## src/rtl/hazard_pkg.sv

```systemverilog
// Shared opcode constants, forward-select encoding and sequencer state for the
// ID-stage hazard sequencer.
package hazard_pkg;

    localparam int unsigned OP_ADD  = 0;
    localparam int unsigned OP_SUB  = 1;
    localparam int unsigned OP_AND  = 2;
    localparam int unsigned OP_OR   = 3;
    localparam int unsigned OP_LW   = 6;
    localparam int unsigned OP_SW   = 7;
    localparam int unsigned OP_LDW  = 8;
    localparam int unsigned OP_SDW  = 9;
    // Opcodes 0..13 read rs as operand A.
    localparam int unsigned OP_A_LAST = 13;
    // Opcodes 0..3 are R-type and read rt as operand B.
    localparam int unsigned OP_R_LAST = 3;

    typedef enum logic [1:0] {
        FWD_RF  = 2'd0,
        FWD_EX  = 2'd1,
        FWD_MEM = 2'd2,
        FWD_WB  = 2'd3
    } fwd_sel_t;

    typedef enum logic {
        ST_RUN = 1'b0,
        ST_DW2 = 1'b1
    } state_t;

endpackage

```

## src/rtl/fwd_select.sv

```systemverilog
// Priority forwarding comparator for one operand source: EX beats MEM beats WB.
module fwd_select
    import hazard_pkg::*;
#(
    parameter int unsigned REG_W = 4
) (
    input  logic [REG_W-1:0] idx_i,
    input  logic             used_i,
    input  logic             regwr_ex_i,
    input  logic [REG_W-1:0] rd_ex_i,
    input  logic             regwr_mem_i,
    input  logic [REG_W-1:0] rd_mem_i,
    input  logic             regwr_wb_i,
    input  logic [REG_W-1:0] rd_wb_i,
    output fwd_sel_t         sel_o
);

    always_comb begin
        sel_o = FWD_RF;
        if (used_i) begin
            if (regwr_ex_i && (rd_ex_i == idx_i)) begin
                sel_o = FWD_EX;
            end else if (regwr_mem_i && (rd_mem_i == idx_i)) begin
                sel_o = FWD_MEM;
            end else if (regwr_wb_i && (rd_wb_i == idx_i)) begin
                sel_o = FWD_WB;
            end
        end
    end

endmodule

```

## src/rtl/hazard_sequencer.sv

```systemverilog
// ID-stage hazard unit: operand forwarding, load-use bubbles, two-round LDW/SDW
// sequencing and odd-Rd exceptions with a saturating exception counter.
module hazard_sequencer
    import hazard_pkg::*;
#(
    parameter int unsigned REG_W     = 4,
    parameter int unsigned OPC_W     = 6,
    parameter int unsigned EXC_CNT_W = 8
) (
    input  logic                 clk,
    input  logic                 rst_n,
    input  logic [OPC_W-1:0]     opcode_id,
    input  logic [REG_W-1:0]     rs_id,
    input  logic [REG_W-1:0]     rt_id,
    input  logic [REG_W-1:0]     rd_id,
    input  logic                 regwr_ex,
    input  logic                 memrd_ex,
    input  logic [REG_W-1:0]     rd_ex,
    input  logic                 regwr_mem,
    input  logic [REG_W-1:0]     rd_mem,
    input  logic                 regwr_wb,
    input  logic [REG_W-1:0]     rd_wb,
    output logic                 stall,
    output logic [1:0]           forward_a,
    output logic [1:0]           forward_b,
    output logic                 exception,
    output logic                 pc_en,
    output logic                 ifid_en,
    output logic [EXC_CNT_W-1:0] exc_cnt
);

    state_t               state_q, state_d;
    logic [EXC_CNT_W-1:0] exc_cnt_q, exc_cnt_d;

    logic             is_ldw, is_sdw, dw_op, odd_rd_exc;
    logic             use_a, use_b;
    logic [REG_W-1:0] src_b;
    logic             load_use;
    fwd_sel_t         fwd_a, fwd_b;

    logic stall_raw, exc_raw, pc_en_raw, ifid_en_raw, exc_inc;

    assign is_ldw     = (opcode_id == OPC_W'(OP_LDW));
    assign is_sdw     = (opcode_id == OPC_W'(OP_SDW));
    assign dw_op      = is_ldw | is_sdw;
    assign odd_rd_exc = dw_op & rd_id[0];
    assign use_a      = (opcode_id <= OPC_W'(OP_A_LAST));

    // SDW stores rd in round 1 and rd+1 (wrapping) in round 2.
    always_comb begin
        use_b = 1'b0;
        src_b = rt_id;
        if (opcode_id <= OPC_W'(OP_R_LAST)) begin
            use_b = 1'b1;
        end else if (opcode_id == OPC_W'(OP_SW)) begin
            use_b = 1'b1;
            src_b = rd_id;
        end else if (is_sdw) begin
            use_b = 1'b1;
            src_b = (state_q == ST_DW2) ? rd_id + REG_W'(1) : rd_id;
        end
    end

    fwd_select #(
        .REG_W (REG_W)
    ) u_fwd_a (
        .idx_i       (rs_id),
        .used_i      (use_a),
        .regwr_ex_i  (regwr_ex),
        .rd_ex_i     (rd_ex),
        .regwr_mem_i (regwr_mem),
        .rd_mem_i    (rd_mem),
        .regwr_wb_i  (regwr_wb),
        .rd_wb_i     (rd_wb),
        .sel_o       (fwd_a)
    );

    fwd_select #(
        .REG_W (REG_W)
    ) u_fwd_b (
        .idx_i       (src_b),
        .used_i      (use_b),
        .regwr_ex_i  (regwr_ex),
        .rd_ex_i     (rd_ex),
        .regwr_mem_i (regwr_mem),
        .rd_mem_i    (rd_mem),
        .regwr_wb_i  (regwr_wb),
        .rd_wb_i     (rd_wb),
        .sel_o       (fwd_b)
    );

    assign load_use = memrd_ex & regwr_ex &
                      ((use_a & (rd_ex == rs_id)) | (use_b & (rd_ex == src_b)));

    always_comb begin
        state_d     = state_q;
        stall_raw   = 1'b0;
        exc_raw     = 1'b0;
        pc_en_raw   = 1'b1;
        ifid_en_raw = 1'b1;
        exc_inc     = 1'b0;
        unique case (state_q)
            ST_RUN: begin
                if (odd_rd_exc) begin
                    exc_raw = 1'b1;
                    exc_inc = 1'b1;
                end else if (load_use) begin
                    stall_raw   = 1'b1;
                    pc_en_raw   = 1'b0;
                    ifid_en_raw = 1'b0;
                end else if (dw_op) begin
                    stall_raw   = 1'b1;
                    pc_en_raw   = 1'b0;
                    ifid_en_raw = 1'b0;
                    state_d     = ST_DW2;
                end
            end
            ST_DW2: begin
                // Round 1 already validated Rd, so no exception check here.
                if (load_use) begin
                    stall_raw   = 1'b1;
                    pc_en_raw   = 1'b0;
                    ifid_en_raw = 1'b0;
                end else begin
                    state_d = ST_RUN;
                end
            end
            default: state_d = ST_RUN;
        endcase
    end

    assign exc_cnt_d = (exc_inc && (exc_cnt_q != '1)) ? exc_cnt_q + EXC_CNT_W'(1) : exc_cnt_q;

    always_ff @(posedge clk or negedge rst_n) begin
        if (!rst_n) begin
            state_q   <= ST_RUN;
            exc_cnt_q <= '0;
        end else begin
            state_q   <= state_d;
            exc_cnt_q <= exc_cnt_d;
        end
    end

    // All outputs are forced low while reset is held.
    assign stall     = rst_n & stall_raw;
    assign exception = rst_n & exc_raw;
    assign pc_en     = rst_n & pc_en_raw;
    assign ifid_en   = rst_n & ifid_en_raw;
    assign forward_a = rst_n ? fwd_a : FWD_RF;
    assign forward_b = rst_n ? fwd_b : FWD_RF;
    assign exc_cnt   = rst_n ? exc_cnt_q : '0;

endmodule
```

## config.mk

```make
export PLATFORM = sky130hd
export DESIGN_NAME = hazard_sequencer
export DESIGN_NICKNAME = d
export VERILOG_FILES = /design/src/rtl/hazard_pkg.sv /design/src/rtl/fwd_select.sv /design/src/rtl/hazard_sequencer.sv
export SDC_FILE = /design/constraint.sdc
export NUM_CORES = 1
export LEC_CHECK = 0
export ABC_CLOCK_PERIOD_IN_PS = 7850
export CAP_MARGIN = 15
export CORE_MARGIN = 2
export CORE_UTILIZATION = 46
export DETAILED_ROUTE_END_ITERATION = 7
export PLACE_DENSITY = 0.85
export RECOVER_POWER = 50
export SYNTH_ARGS = -nofsm -noshare
export SYNTH_HDL_FRONTEND = slang
export SYNTH_SLANG_ARGS = --single-unit
```

## constraint.sdc

```tcl
create_clock -name clk -period 7.85 [get_ports clk]
set_input_delay 1.9625 -clock clk [delete_from_list [all_inputs] [get_ports clk]]
set_output_delay 1.9625 -clock clk [all_outputs]
set_load 0.01 [all_outputs]
```

==> metrics.cfg <==
[detailed_routing]
vias=1382
routed_wl_um=3700
drcViolationCount=0
drtAntennaViolNets=0
via_per_inst=5.98
wl_per_cell_um=16.0
firstDrtPassIters=4
drt_iter0_markers=33

[layout]
final_cells=231
mostFrequentLayoutCells=clkdlybuf4s50_1, xor2_1, nand2_1, and2_1, dfrtp_1
multi_input_area_um2=957
layout.nets=240
syn2layout_area_growth_pct=42.5
design_area_um2=1770
nFillCells=204
mostFrequentLayoutCell=clkdlybuf4s50_1
drive_gt1_share_pct=7.46
seqCellArea_um2=225
diodes=0

[cts]
clockBufferDepth=2
numCtsBuffers=3
cts-resized-gates=0
ctsHoldBuffers=0
clk_pin_slew_ns=0.06
cts.sinks=9
cts-root-buf=clkbuf_4
cts_tree=done
htreeDepth=1
cts_setup_buffers=0
clk_latency_ns=0.26

[logic_synthesis]
syn_area_um2=1240
synth_ff_type=dfrtp_1
async_flop_share_pct=100
syn_inst=151
synth_cell_types=53
ys_seq_elements=9
synth-edff-count=0
synth_nets=189
ys_seq_area_share_pct=18.1
avgSynthCellArea_um2=8.24
yosysWarnings=0

[global_routing]
grt_pass1_wl_um=6240
overflow=0
antenna_found_initial=0
grt_max_degree=21
gr-usage-all-layers_pct=24.2
grt_pass1_vias=1397

[placement]
dpl.cell_count=227
dp_hpwl_um=2910
port_buffers=51
placed_area_um2=1760
gp_congestion=0.915

[floorplan]
die_h_um=56.0
die_x_um=56.0
rows=18
ios=52
dieArea_um2=3140
start_util_pct=49.3
core_area_um2=2520

[hold_path]
hold_start=exc_cnt_q[6]
holdCritPathClass=reg -> reg

[critical_path]
cp_max_fo=9
worstPathArrival_ns=5.19
end_kind=output pin
r2r_start=state_q
critical_path_class=in -> out
required_ns=5.89
setup.worst_path.start_class=primary input
critPathLaunch=opcode_id[2]

[sta]
fin_setup_tns_ns=0
drv_slew=0
skew_ns=0.00302
fmax_ghz=0.140
hold_slack_ns=0.517
timing.slew.headroom_pct=57.4
rsz0062_at_grt=false
tightest_slew_ns=0.633
setup-violations-final=0
fin_crit_sh_pct=91.1
period_minus_slack_ns=7.15
hold_violations=0

[run]
cap_violations=0

[outcome]
status=completed

[pwr]
p_per_area_nw_per_um2=91.9
p_leak_nw=0.683
power.ir.vdd_worst_mv=0.117

-- power breakdown --
group,internal (W),switching (W)
Sequential,0.0000509,0.00000453
Combinational,0.0000387,0.0000329
Clock,0.0000196,0.0000161
Total,0.000109,0.0000536
-- worst max-delay path: stages --
cell and delay [ns]:
dlygate4sd3_1 0.64, or4b_1 0.61, a211o_1 0.33, o211ai_2 0.14
xor2_2 0.17, o2111ai_2 0.20, o21a_1 0.26, o41ai_2 0.28
clkdlybuf4s50_1 0.59
-- registers in the layout, summed over array words and instances, names as in the netlist --
name       flops
exc_cnt_q      8
state_q        1
-- cells in the mapped netlist, types with 2 or more instances --
cell      instances  area share [%]
a211oi_1          5             3.0
a21oi_1           7             2.8
and2_1            9             4.5
and3_1            4             2.0
and4_1            2             1.4
clkbuf_1          2            0.60
dfrtp_1           9              18
ha_1              2             2.0
inv_1             4             1.2
mux2i_1           2             1.6
nand2_1          12             3.6
nand3_1           5             2.0
nand3b_1          2             1.2
nand4_1           5             2.5
nor2_1            8             2.4
nor3_1            4             1.6
nor3b_1           2             1.2
nor4_1            3             1.5
o211ai_1          2             1.2
o21a_1            3             1.8
o21ai_0           3             1.2
or3b_1            2             1.4
xnor2_1           8             5.6
xor2_1           17              12
-- through the flow --
step	power [W]	setup slack [ns]	util (%)
global placement	0.000125	0.935	69.8
finish	0.000163	0.698	70.2
floorplan	0.0000907	1.89	-
detailed placement	0.000128	0.801	69.8
CTS	0.000164	0.776	70.8
global route	0.000174	0.484	70.2
-- cells by family after synthesis --
logic type,synth area share (%)
and+or+nand+nor,32.3
AOI/OAI and AO/OA,22.4
adders and majority gates,2.01
DFF,18.1
xor gates and xnor gates,18.9
muxes,2.52
buffers and inverters,3.72
-- metal layers --
| metal | wire (um) | vias to the layer above | global-route usage (%) |
|---|---|---|---|
| li1 | - | 664 | - |
| met1 | 1480 | 658 | 28.7 |
| met2 | 1920 | 53 | 44.9 |
| met3 | 246 | 7 | 3.49 |
| met4 | 51 | 0 | 6.46 |
| met5 | 0 | - | 0 |
-- cell type report --
| type | instances | share of cell area (%) |
|---|---|---|
| multi-input combinational | 133 | 54.0 |
| inverter | 4 | 0.847 |
| tap | 30 | 2.12 |
| timing repair buffer | 51 | 28.8 |
| sequential | 9 | 12.7 |
| clock buffer | 4 | 1.48 |
-- worst paths after layout --
path                                      to  slack (ns)  cells past startpoint
worst min-delay path            exc_cnt_q[6]        0.52                      1
worst min register to register  exc_cnt_q[6]        0.52                      1
max in group asynchronous       exc_cnt_q[7]        5.30                      1
worst max register to register  exc_cnt_q[5]        5.17                      7
worst max-delay path                   stall        0.70                      9
min in group asynchronous       exc_cnt_q[2]        2.15                      1
No activity file was read; power rests on OpenSTA's default activity.
==> edit: new RTL, config.mk and constraints unchanged <==
Register the output `exc_cnt`, with the module's reset; this adds one clock of latency there. The other outputs are not delayed to match.
--- a/src/rtl/hazard_sequencer.sv
+++ b/src/rtl/hazard_sequencer.sv
@@ -150,3 +150,9 @@
     assign forward_b = rst_n ? fwd_b : FWD_RF;
-    assign exc_cnt   = rst_n ? exc_cnt_q : '0;
+    always_ff @(posedge clk or negedge rst_n) begin
+        if (!rst_n) begin
+            exc_cnt <= '0;
+        end else begin
+            exc_cnt <= rst_n ? exc_cnt_q : '0;
+        end
+    end
 
Behaviour: not the same (a bounded check fails within 4 cycles, from zero or initial values and one cycle with rst_n low).
==> edit against the unedited design <==
Area after synthesis grew 28%; design area increased by 22%; fmax shrank 2.9%; routed wire length up 21%; power is 39% higher; worst setup slack worse by 210 ps; clock skew down 2.0 ps; sequential cell count increased by 8; critical path type unchanged; largest power group is now registers.
==> edit: results <==
[status]
status = complete, no violations

[global_routing]
met1_usage_pct = 29.77
grt_pass1_wl_um = 7514
grt_max_degree = 31
grtUsageMet2_pct = 40.05
grt_pass1_vias = 1590

[power]
p_leak_nw = 0.8354
peakVddDrop_uv = 100.1

[drt]
dr_total_vias = 1680
drt_iter0_markers = 63
wl_per_cell_um = 15.57

[critical_path]
crit_family = simple AND/OR/NAND/NOR gates
critical_path.max_fanout = 15
crit_arrival_ps = 5400
r2r_slack_ps = 5410
crit_slowest_cell = or3b_1
worstReg2RegEnd = state_q$_DFF_PN0_
cp_slowest_stage_delay_ps = 600

[final_layout]
final_nets = 280
top_regs = exc_cnt: 8 flops, exc_cnt_q: 8 flops, state_q: 1 flops
drive_gt1_share_pct = 6.224

[timing]
slew_headroom_pct = 20.40
finalClockSkew_ps = 1.013

[yosys]
netlist_top_cells_area = dfrtp_1 (27%), xor2_1 (9.9%), nand2_1 (4.5%)
ys_seq_area_share_pct = 26.75
synthTopCellsByCount = nand2_1 (19), xor2_1 (18), dfrtp_1 (17), and2_1 (9)

[place]
dp_hpwl_um = 3550
gp_congestion = 0.9238

[cts]
clkTransAtPathRegs_ps = 90
clk_latency_ps = 300
==> edit: cell types whose count changed in the layout (fill, tap and decap cells not counted), sizes merged, moves of 3 or more <==
| cell | unedited run | this run |
|---|---|---|
| nand2 | 12 | 19 |
| o21ai | 4 | 7 |
| or3 | 0 | 5 |
| inv | 4 | 8 |
| nand3 | 5 | 8 |
| o2111ai | 1 | 4 |
| dfrtp | 9 | 17 |
| or4 | 0 | 3 |
| a21oi | 7 | 3 |
==> edit: per-layer routing <==
layer  vias to the layer above  share of wire (%)
met5                         -                  0
met4                         0                3.3
met3                        19                6.1
met2                        78                 47
met1                       771                 44
li1                        812                  -
==> edit: layout make-up <==
class / count / area (sq um)
clock inverters: 1 / 5.005
flip-flops and latches: 17 / 425.4
multi-input cells: 158 / 1096
repair buffers: 54 / 529.3
clock buffers: 3 / 22.52
inverters: 8 / 30.03
well taps: 46 / 57.56
fillers: 313 / 1171
==> edit: kinds of logic (layout without fill, tap and decap cells) <==
| logic type | after synthesis | after routing | synth area share (%) |
|---|---|---|---|
| AOI/OAI and AO/OA | 44 | 44 | 21.64 |
| buffers and inverters | 15 | 66 | 4.327 |
| xor gates and xnor gates | 26 | 26 | 14.32 |
| and+or+nand+nor | 86 | 86 | 31.39 |
| DFF | 17 | 17 | 26.75 |
| adders and majority gates | 2 | 2 | 1.573 |
==> edit: report_power, final <==
group,leakage [nW],total (W),switching (W),internal [W]
Combinational,0.584,0.0000799,0.0000388,0.0000412
Clock,0.0177,0.0000470,0.0000280,0.0000190
Sequential,0.234,0.0000996,0.00000584,0.0000937
Total,0.835,0.000226,0.0000725,0.000154
==> edit: worst max path at each step <==
stage / cells after the start / startpoint / slack, ps / endpoint
2_1_floorplan: 9 / opcode_id[1] / 1630 / pc_en
3_3_place_gp: 9 / opcode_id[1] / 660 / stall
3_5_place_dp: 9 / opcode_id[5] / 570 / stall
4_1_cts: 9 / opcode_id[5] / 560 / stall
5_1_grt: 9 / opcode_id[5] / 310 / stall
6_report: 9 / opcode_id[5] / 490 / stall
==> edit: per-stage QoR <==
stage	hold slack (ps)	instance area, sq um	power (W)	instances	setup WS [ps]
floorplan	459.0	1590	0.0001400	190	1634
global placement	478.1	2142	0.0001785	283	658.1
detailed placement	483.5	2142	0.0001801	283	569.3
CTS	499.0	2170	0.0002277	287	558.6
global route	532.0	2166	0.0002399	287	311.3
finish	497.1	2166	0.0002265	287	485.7
